--- src/rtl/fir_control.sv ---
// Sequencing controller for the FIR datapath: sample handshake, TAPS-cycle MAC walk,
// output-register load, and synchronous flush/clear. Holds no sample data.
//
//   state | meaning
//   IDLE  | waiting for a sample handshake
//   LOAD  | shift accepted sample into delay line, clear accumulator
//   MAC   | one tap per cycle, coeff_addr_out = tap counter
//   STORE | load output register; may accept the next sample
//   CLEAR | flush: clear accumulator and output register
module fir_control #(
  parameter  int TAPS  = 8,
  localparam int CBITS = $clog2(TAPS)
) (
  input  logic             clk,
  input  logic             rst_n,
  input  logic             input_valid_in,
  output logic             input_ready_out,
  input  logic             flush_in,
  output logic             sample_ld_out,
  output logic             acc_clr_out,
  output logic             acc_en_out,
  output logic [CBITS-1:0] coeff_addr_out,
  output logic             oreg_ld_out,
  output logic             oreg_clr_out,
  output logic             busy_out
);

  typedef enum logic [2:0] {
    IDLE  = 3'd0,
    LOAD  = 3'd1,
    MAC   = 3'd2,
    STORE = 3'd3,
    CLEAR = 3'd4
  } state_t;

  localparam logic [CBITS-1:0] LAST_TAP = CBITS'(TAPS - 1);

  state_t           state, state_next;
  logic [CBITS-1:0] cnt, cnt_next;
  logic             handshake;

  always_ff @(posedge clk or negedge rst_n) begin
    if (!rst_n) begin
      state <= IDLE;
      cnt   <= '0;
    end else begin
      state <= state_next;
      cnt   <= cnt_next;
    end
  end

  // Ready is the only output that is not a pure state decode: flush blocks acceptance.
  assign handshake = input_valid_in && input_ready_out;

  always_comb begin
    state_next      = state;
    cnt_next        = '0;
    input_ready_out = 1'b0;
    sample_ld_out   = 1'b0;
    acc_clr_out     = 1'b0;
    acc_en_out      = 1'b0;
    coeff_addr_out  = '0;
    oreg_ld_out     = 1'b0;
    oreg_clr_out    = 1'b0;
    busy_out        = 1'b1;

    unique case (state)
      IDLE: begin
        input_ready_out = !flush_in;
        busy_out        = 1'b0;
        if (handshake) state_next = LOAD;
      end
      LOAD: begin
        sample_ld_out = 1'b1;
        acc_clr_out   = 1'b1;
        state_next    = MAC;
      end
      MAC: begin
        acc_en_out     = 1'b1;
        coeff_addr_out = cnt;
        if (cnt == LAST_TAP) begin
          state_next = STORE;
        end else begin
          cnt_next = cnt + 1'b1;
        end
      end
      STORE: begin
        oreg_ld_out     = 1'b1;
        input_ready_out = !flush_in;
        state_next      = handshake ? LOAD : IDLE;
      end
      CLEAR: begin
        oreg_clr_out = 1'b1;
        acc_clr_out  = 1'b1;
        state_next   = IDLE;
      end
      default: begin
        state_next = IDLE;
      end
    endcase

    // Flush overrides handshake and MAC/STORE progress; STORE's load pulse still goes out.
    if (flush_in) begin
      state_next = CLEAR;
      cnt_next   = '0;
    end
  end

endmodule

--- config.mk ---
export PLATFORM = sky130hd
export DESIGN_NAME = fir_control
export DESIGN_NICKNAME = d
export VERILOG_FILES = /design/src/rtl/fir_control.sv
export SDC_FILE = /design/constraint.sdc
export NUM_CORES = 1
export LEC_CHECK = 0
export ABC_CLOCK_PERIOD_IN_PS = 1300
export BUFFER_PORTS_ARGS = -buffer_cell sky130_fd_sc_hd__buf_2
export CAP_MARGIN = 40
export CORE_MARGIN = 1
export CORE_UTILIZATION = 27
export DETAILED_ROUTE_END_ITERATION = 12
export PLACE_DENSITY = 0.5
export SYNTH_ARGS = -nofsm -noshare
export SYNTH_HDL_FRONTEND = slang
export SYNTH_SLANG_ARGS = --single-unit
--- constraint.sdc ---
create_clock -name clk -period 1.3 [get_ports clk]
set_input_delay 0.195 -clock clk [delete_from_list [all_inputs] [get_ports clk]]
set_output_delay 0.195 -clock clk [all_outputs]
set_load 0.005 [all_outputs]
==> impl_metrics.ini, run 1 <==
[clocking]
path_clk_slew_ns = 0.05
cts_made_buffers = 3
insertion_delay_ns = 0.24
clk_path_buf_depth = 2
cts_max_level = 1
cts_sinks = 6
cts_root_buf = clkbuf_4
tritoncts = yes

[drt]
wl_per_cell_um = 11.1
dr.pass1.iters = 3
vias_per_cell = 4.75
vias = 328
drc_errors = 0
drt_wl_total_um = 764
drt_iter0_drc = 2
postRouteAntennaNets = 0

[layout]
drive_above_1_share_pct = 63.0
diodes = 0
layout.nets = 62
synthToLayoutAreaGrowth_pct = 38.4
final_util_pct = 42.2
fin_cells = 69

[synthesis]
synth.most_common_cell = dfrtp_1
yosysSeqAreaShare_pct = 36.0
synth_area_leaders = dfrtp_1 36%, and2_1 6.0%, ha_1 6.0%
synth_area_um2 = 417
yosysTopAreaCellShare_pct = 36.0
synthFlopType = dfrtp_1
syn_nets = 40
synth_cell_types = 24
avgSynthCellArea_um2 = 12.3
ys_ff_latch = 6
synthTopCellsByCount = 6 x dfrtp_1, 4 x and2_1, 2 x buf_6, 2 x ha_1
synthCells = 34
async_flop_share_pct = 100
synth_edf_count = 0
yosys_warnings = 0
yosys.area.top_type = dfrtp_1

[setup_path]
critPathMaxFanout = 7
end_kind = primary output
reg2reg_depth = 3
crit_slowest_cell = dfrtp_2
critPathMaxStageDelay_ns = 0.46
arrival_ns = 1.19
worst-setup-path-type = reg2out
cp_cell_sequence = or3_1 > buf_2
startpoint_type = register
required_ns = 1.11
crit_cells = 2
path_buf_inv = 1
crit_family = flip-flops

[timing]
slew_headroom_pct = 86.6
clock_skew_ns = 0.00474
fmax_mhz = 721
drv_slew = 0
rsz0062_at_grt = yes
post-route-period-util_pct = 107
hold_viol_final = 0
setup_tns_ns = -0.431
setup-violations-final = 9
tightest_slew_ns = 0.200
period_needed_ns = 1.39
layout_setup_ws_ns = -0.0861

[floorplan]
coreArea_mm2 = 0.00137
start_util_pct = 30.5
rows = 13
die_area_mm2 = 0.00170
fp.dieH_um = 41.3
die_w_um = 41.3
pin_count = 14

[global_route]
track_usage_pct = 12.0
grt_max_degree = 9
grt_pass1_wl_um = 1260
grt_overflow_total = 0
grt_pass1_vias = 310
antenna_found_initial = 0

[worst_hold_path]
hold_depth = 1
worst_hold_path_type = in2reg

[power]
vdd_ir_drop_max_uv = 344
power.leakage_nw = 0.287
powerDensity_mw_per_mm2 = 755

[placed_design]
gp_congestion = 0.692
hpwl_um = 578
io_buffer_count = 13
dp_cells = 60

[run_status]
violations = setup timing
status = finished with violations

[job]
maxCapViolations = 0
[flip-flops by register name (all words and copies together), names as in the netlist]
name   count
state      3
cnt        3
[power by group]
part	leakage [nW]	switching (mW)	internal (mW)	total, mW
clock	0.0138	0.0615	0.104	0.166
sequential	0.0767	0.00943	0.192	0.202
combinational	0.197	0.0286	0.0395	0.0681
total	0.287	0.0996	0.336	0.435
[worst reg2reg max path: stages (launching register included)]
cell and delay, ns:
dfrtp_1 0.40, ha_1 0.22, ha_1 0.24, nor4bb_4 0.28
[cells by family after synthesis]
group	share of synthesized area, %
AOI/OAI and AO/OA	2.40
xor gates and xnor gates	4.20
adders and majority gates	6.01
buffers and inverters	8.11
DFF	36.0
muxes	2.40
and+or+nand+nor	40.8
[final cells by class]
| cell class | count | area, um^2 |
|---|---|---|
| repair buffers | 21 | 141 |
| fillers | 141 | 790 |
| multi-input cells | 24 | 240 |
| well taps | 15 | 18.8 |
| flip-flops and latches | 6 | 154 |
| clock buffers | 3 | 22.5 |
[placed cells by master, fill, tap and decap left out]
cell	instances
clkbuf_4	3
xor2_1	1
nor3_1	1
nor2_1	1
buf_4	5
ha_1	2
nor2_4	1
buf_6	3
nor4b_2	1
dlygate4sd3_1	1
o21ai_1	1
nor2b_1	1
a21oi_1	1
and3b_1	1
dfrtp_1	3
and2_1	4
xnor2_2	1
nor2_2	1
dfrtp_2	3
buf_2	12
nor4b_4	1
nand2b_4	1
nor3b_1	1
nor4bb_4	1
or3_1	1
nor3b_2	1
mux2i_1	1
[metal layers]
| metal | global-route usage (%) | vias up | wire length (um) |
|---|---|---|---|
| li1 | - | 158 | - |
| met1 | 12.2 | 156 | 306 |
| met2 | 20.3 | 12 | 397 |
| met5 | 0 | - | 0 |
| met3 | 3.26 | 2 | 52 |
| met4 | 9.68 | 0 | 7 |
[path summary, 6_finish.rpt]
kind | startpoint | to | slack, ns
max | state[1] | busy_out | -0.09
min | flush_in | state[2] | 0.14
max reg2reg | cnt[0] | cnt[1] | 0.07
min reg2reg | cnt[0] | cnt[0] | 0.48
max in group asynchronous | rst_n | state[0] | 0.84
min in group asynchronous | rst_n | state[2] | 0.30
[what timing repair did]
action,in CTS,in global routing
hold buffers,1,0
endpoints found under the hold margin,6,0
resized for setup,4,3
pin swaps,7,3
setup endpoints to repair,10,10
setup buffers,4,1
[per-stage QoR]
stage,setup WS [ns],power [mW],hold slack (ns),cell area (um^2)
3_5_place_dp,0.0690,0.258,0.0243,482
4_1_cts,-0.104,0.446,0.129,558
6_report,-0.0861,0.435,0.138,577
2_1_floorplan,0.141,0.238,-0.101,417
3_3_place_gp,0.107,0.257,0.0235,482
5_1_grt,-0.149,0.472,0.120,577
Note: power is estimated with default switching activity, not from simulation.
==> inputs of run 2 (changes only) <==
--- a/config.mk
+++ b/config.mk
@@ -8,10 +8,10 @@
 export ABC_CLOCK_PERIOD_IN_PS = 1300
 export BUFFER_PORTS_ARGS = -buffer_cell sky130_fd_sc_hd__buf_2
 export CAP_MARGIN = 40
-export CORE_MARGIN = 1
-export CORE_UTILIZATION = 27
+export CORE_AREA = 2 2 39 41
 export DETAILED_ROUTE_END_ITERATION = 12
-export PLACE_DENSITY = 0.5
+export DIE_AREA = 0 0 41 43
+export PLACE_DENSITY = 0.56
 export SYNTH_ARGS = -nofsm -noshare
 export SYNTH_HDL_FRONTEND = slang
 export SYNTH_SLANG_ARGS = --single-unit
==> run 2 against run 1 <==
The run still ends with setup timing left. Sequential power about the same. Sequential share of layout area decreased by 2.1 points. Power increased by 5.6%. Register-to-register slack about the same. Via count grew 0.91%. Global-route usage up 0.91 points. Clock-buffer cell count did not move. Setup slack got worse by 0.0077 ns. Sequential cell count stayed put. Die area is 3.5% higher. Clock power rose by 4%. Combinational power increased by 30%.
==> impl_metrics.ini, run 2 (synthesized netlist as in run 1, its figures left out) <==
[run_status]
status = finished with violations
violations = setup timing

[clocking]
path_clk_slew_ns = 0.04
cts_root_buf = clkbuf_4
tritoncts = yes
cts_made_buffers = 3
clk_path_buf_depth = 2
cts_sinks = 6
cts_max_level = 1
insertion_delay_ns = 0.24

[timing]
fmax_mhz = 717
post-route-period-util_pct = 107
layout_setup_ws_ns = -0.0938
period_needed_ns = 1.39
hold_viol_final = 0
tightest_slew_ns = 0.187
slew_headroom_pct = 87.5
drv_slew = 0
rsz0062_at_grt = yes
clock_skew_ns = 0.00104
setup-violations-final = 8
setup_tns_ns = -0.374
holdWs_ns = 0.145

[worst_hold_path]
worst_hold_path_type = in2reg
hold_depth = 1
min_from = flush_in
holdPathEnd = state[2]

[layout]
reg.largest.list = cnt (3), state (3)
multi_input_area_um2 = 250
drive_above_1_share_pct = 67.8
fillers = 146
final_common_cell = buf_2
diodes = 0
final_cell_mix = 13 x buf_2, 8 x buf_4, 4 x and2_1, 4 x buf_6
synthToLayoutAreaGrowth_pct = 50.5
regArea_um2 = 154
layout.nets = 67

[power]
vdd_ir_drop_max_uv = 413
powerDensity_mw_per_mm2 = 734
p_int_uw = 349
switchingPower_uw = 111
power.leakage_nw = 0.316
pwr-share-comb_pct = 19.3
switching_share_pct = 24.1
power.clock.fraction_pct = 37.3
power.share.sequential_pct = 43.4

[drt]
wl_per_cell_um = 11.6
dr.pass1.iters = 2
drt_iter0_drc = 1
vias = 331
vias_per_cell = 4.41
drt_wl_total_um = 868
postRouteAntennaNets = 0
drc_errors = 0

[setup_path]
critPathMaxFanout = 5
reg2reg_depth = 3
r2r_slack_ns = 0.08
end_kind = primary output
worst-setup-path-type = reg2out
required_ns = 1.11
arrival_ns = 1.20
r2r_start = cnt[0]
startpoint_type = register
rr_endpoint = cnt[1]

[global_route]
track_usage_pct = 12.9
grt_pass1_vias = 326
grt_overflow_total = 0
grt_max_degree = 7
grt_pass1_wl_um = 1460
antenna_found_initial = 0

[floorplan]
rows = 14
coreArea_mm2 = 0.00138
die_area_mm2 = 0.00176
pin_count = 14
start_util_pct = 30.1
die_w_um = 41
fp.dieH_um = 43

[placed_design]
hpwl_um = 548
io_buffer_count = 13
gp_congestion = 0.636

[job]
maxCapViolations = 0
[run 2: cell count changes in the layout (fill, tap and decap cells not counted), sizes merged]
cell,delta
buf,+5
[run 2: power by group through the flow]
| stage | Sequential [mW] | Combinational [mW] | Clock, mW |
|---|---|---|---|
| finish | 0.200 | 0.0888 | 0.172 |
| global route | 0.200 | 0.0970 | 0.193 |
| CTS | 0.199 | 0.0808 | 0.173 |
| detailed placement | 0.206 | 0.0513 | 0 |
| global placement | 0.206 | 0.0514 | 0 |
| floorplan | 0.196 | 0.0426 | 0 |
[run 2: worst max path at each step]
stage                  start           endpoint  slack (ns)
finish              state[1]           busy_out       -0.09
global route        state[1]           busy_out       -0.14
CTS                 state[1]           busy_out       -0.08
detailed placement  state[0]  coeff_addr_out[2]        0.07
global placement    state[0]  coeff_addr_out[2]        0.07
floorplan             cnt[0]             cnt[1]        0.14
[run 2: per-layer routing]
metal / global-route usage, % / wire length [um]
met5: 0 / 0
met4: 10.0 / 31
met3: 3.14 / 48
met2: 17.5 / 408
met1: 16.7 / 379
[run 2: final cells by class]
class	count	area share, %
Clock buffer	3	3.59
Timing Repair Buffer	26	28.7
Tap cell	16	3.19
Sequential cell	6	24.6
Multi-Input combinational cell	24	39.9
[run 2: critical path: stages (launching register included)]
cell,delay [ns]
dfrtp_2,0.45
or3_1,0.37
buf_2,0.14
[run 2: what timing repair did]
item	in CTS	in global routing
setup buffers	8	2
hold endpoints to repair	6	0
hold buffers	1	0
pin swaps	6	3
endpoints found under the setup margin	10	10
gates resized for setup	8	4
[run 2: metrics by stage]
step	area, um^2	util [%]	std cells	worst slack [ns]	power, mW
finish	627	45.3	75	-0.0938	0.460
global route	627	45.3	75	-0.140	0.490
CTS	597	43.1	73	-0.0808	0.453
detailed placement	483	34.9	61	0.0688	0.257
global placement	483	34.9	61	0.0730	0.257
floorplan	417	-	34	0.141	0.238
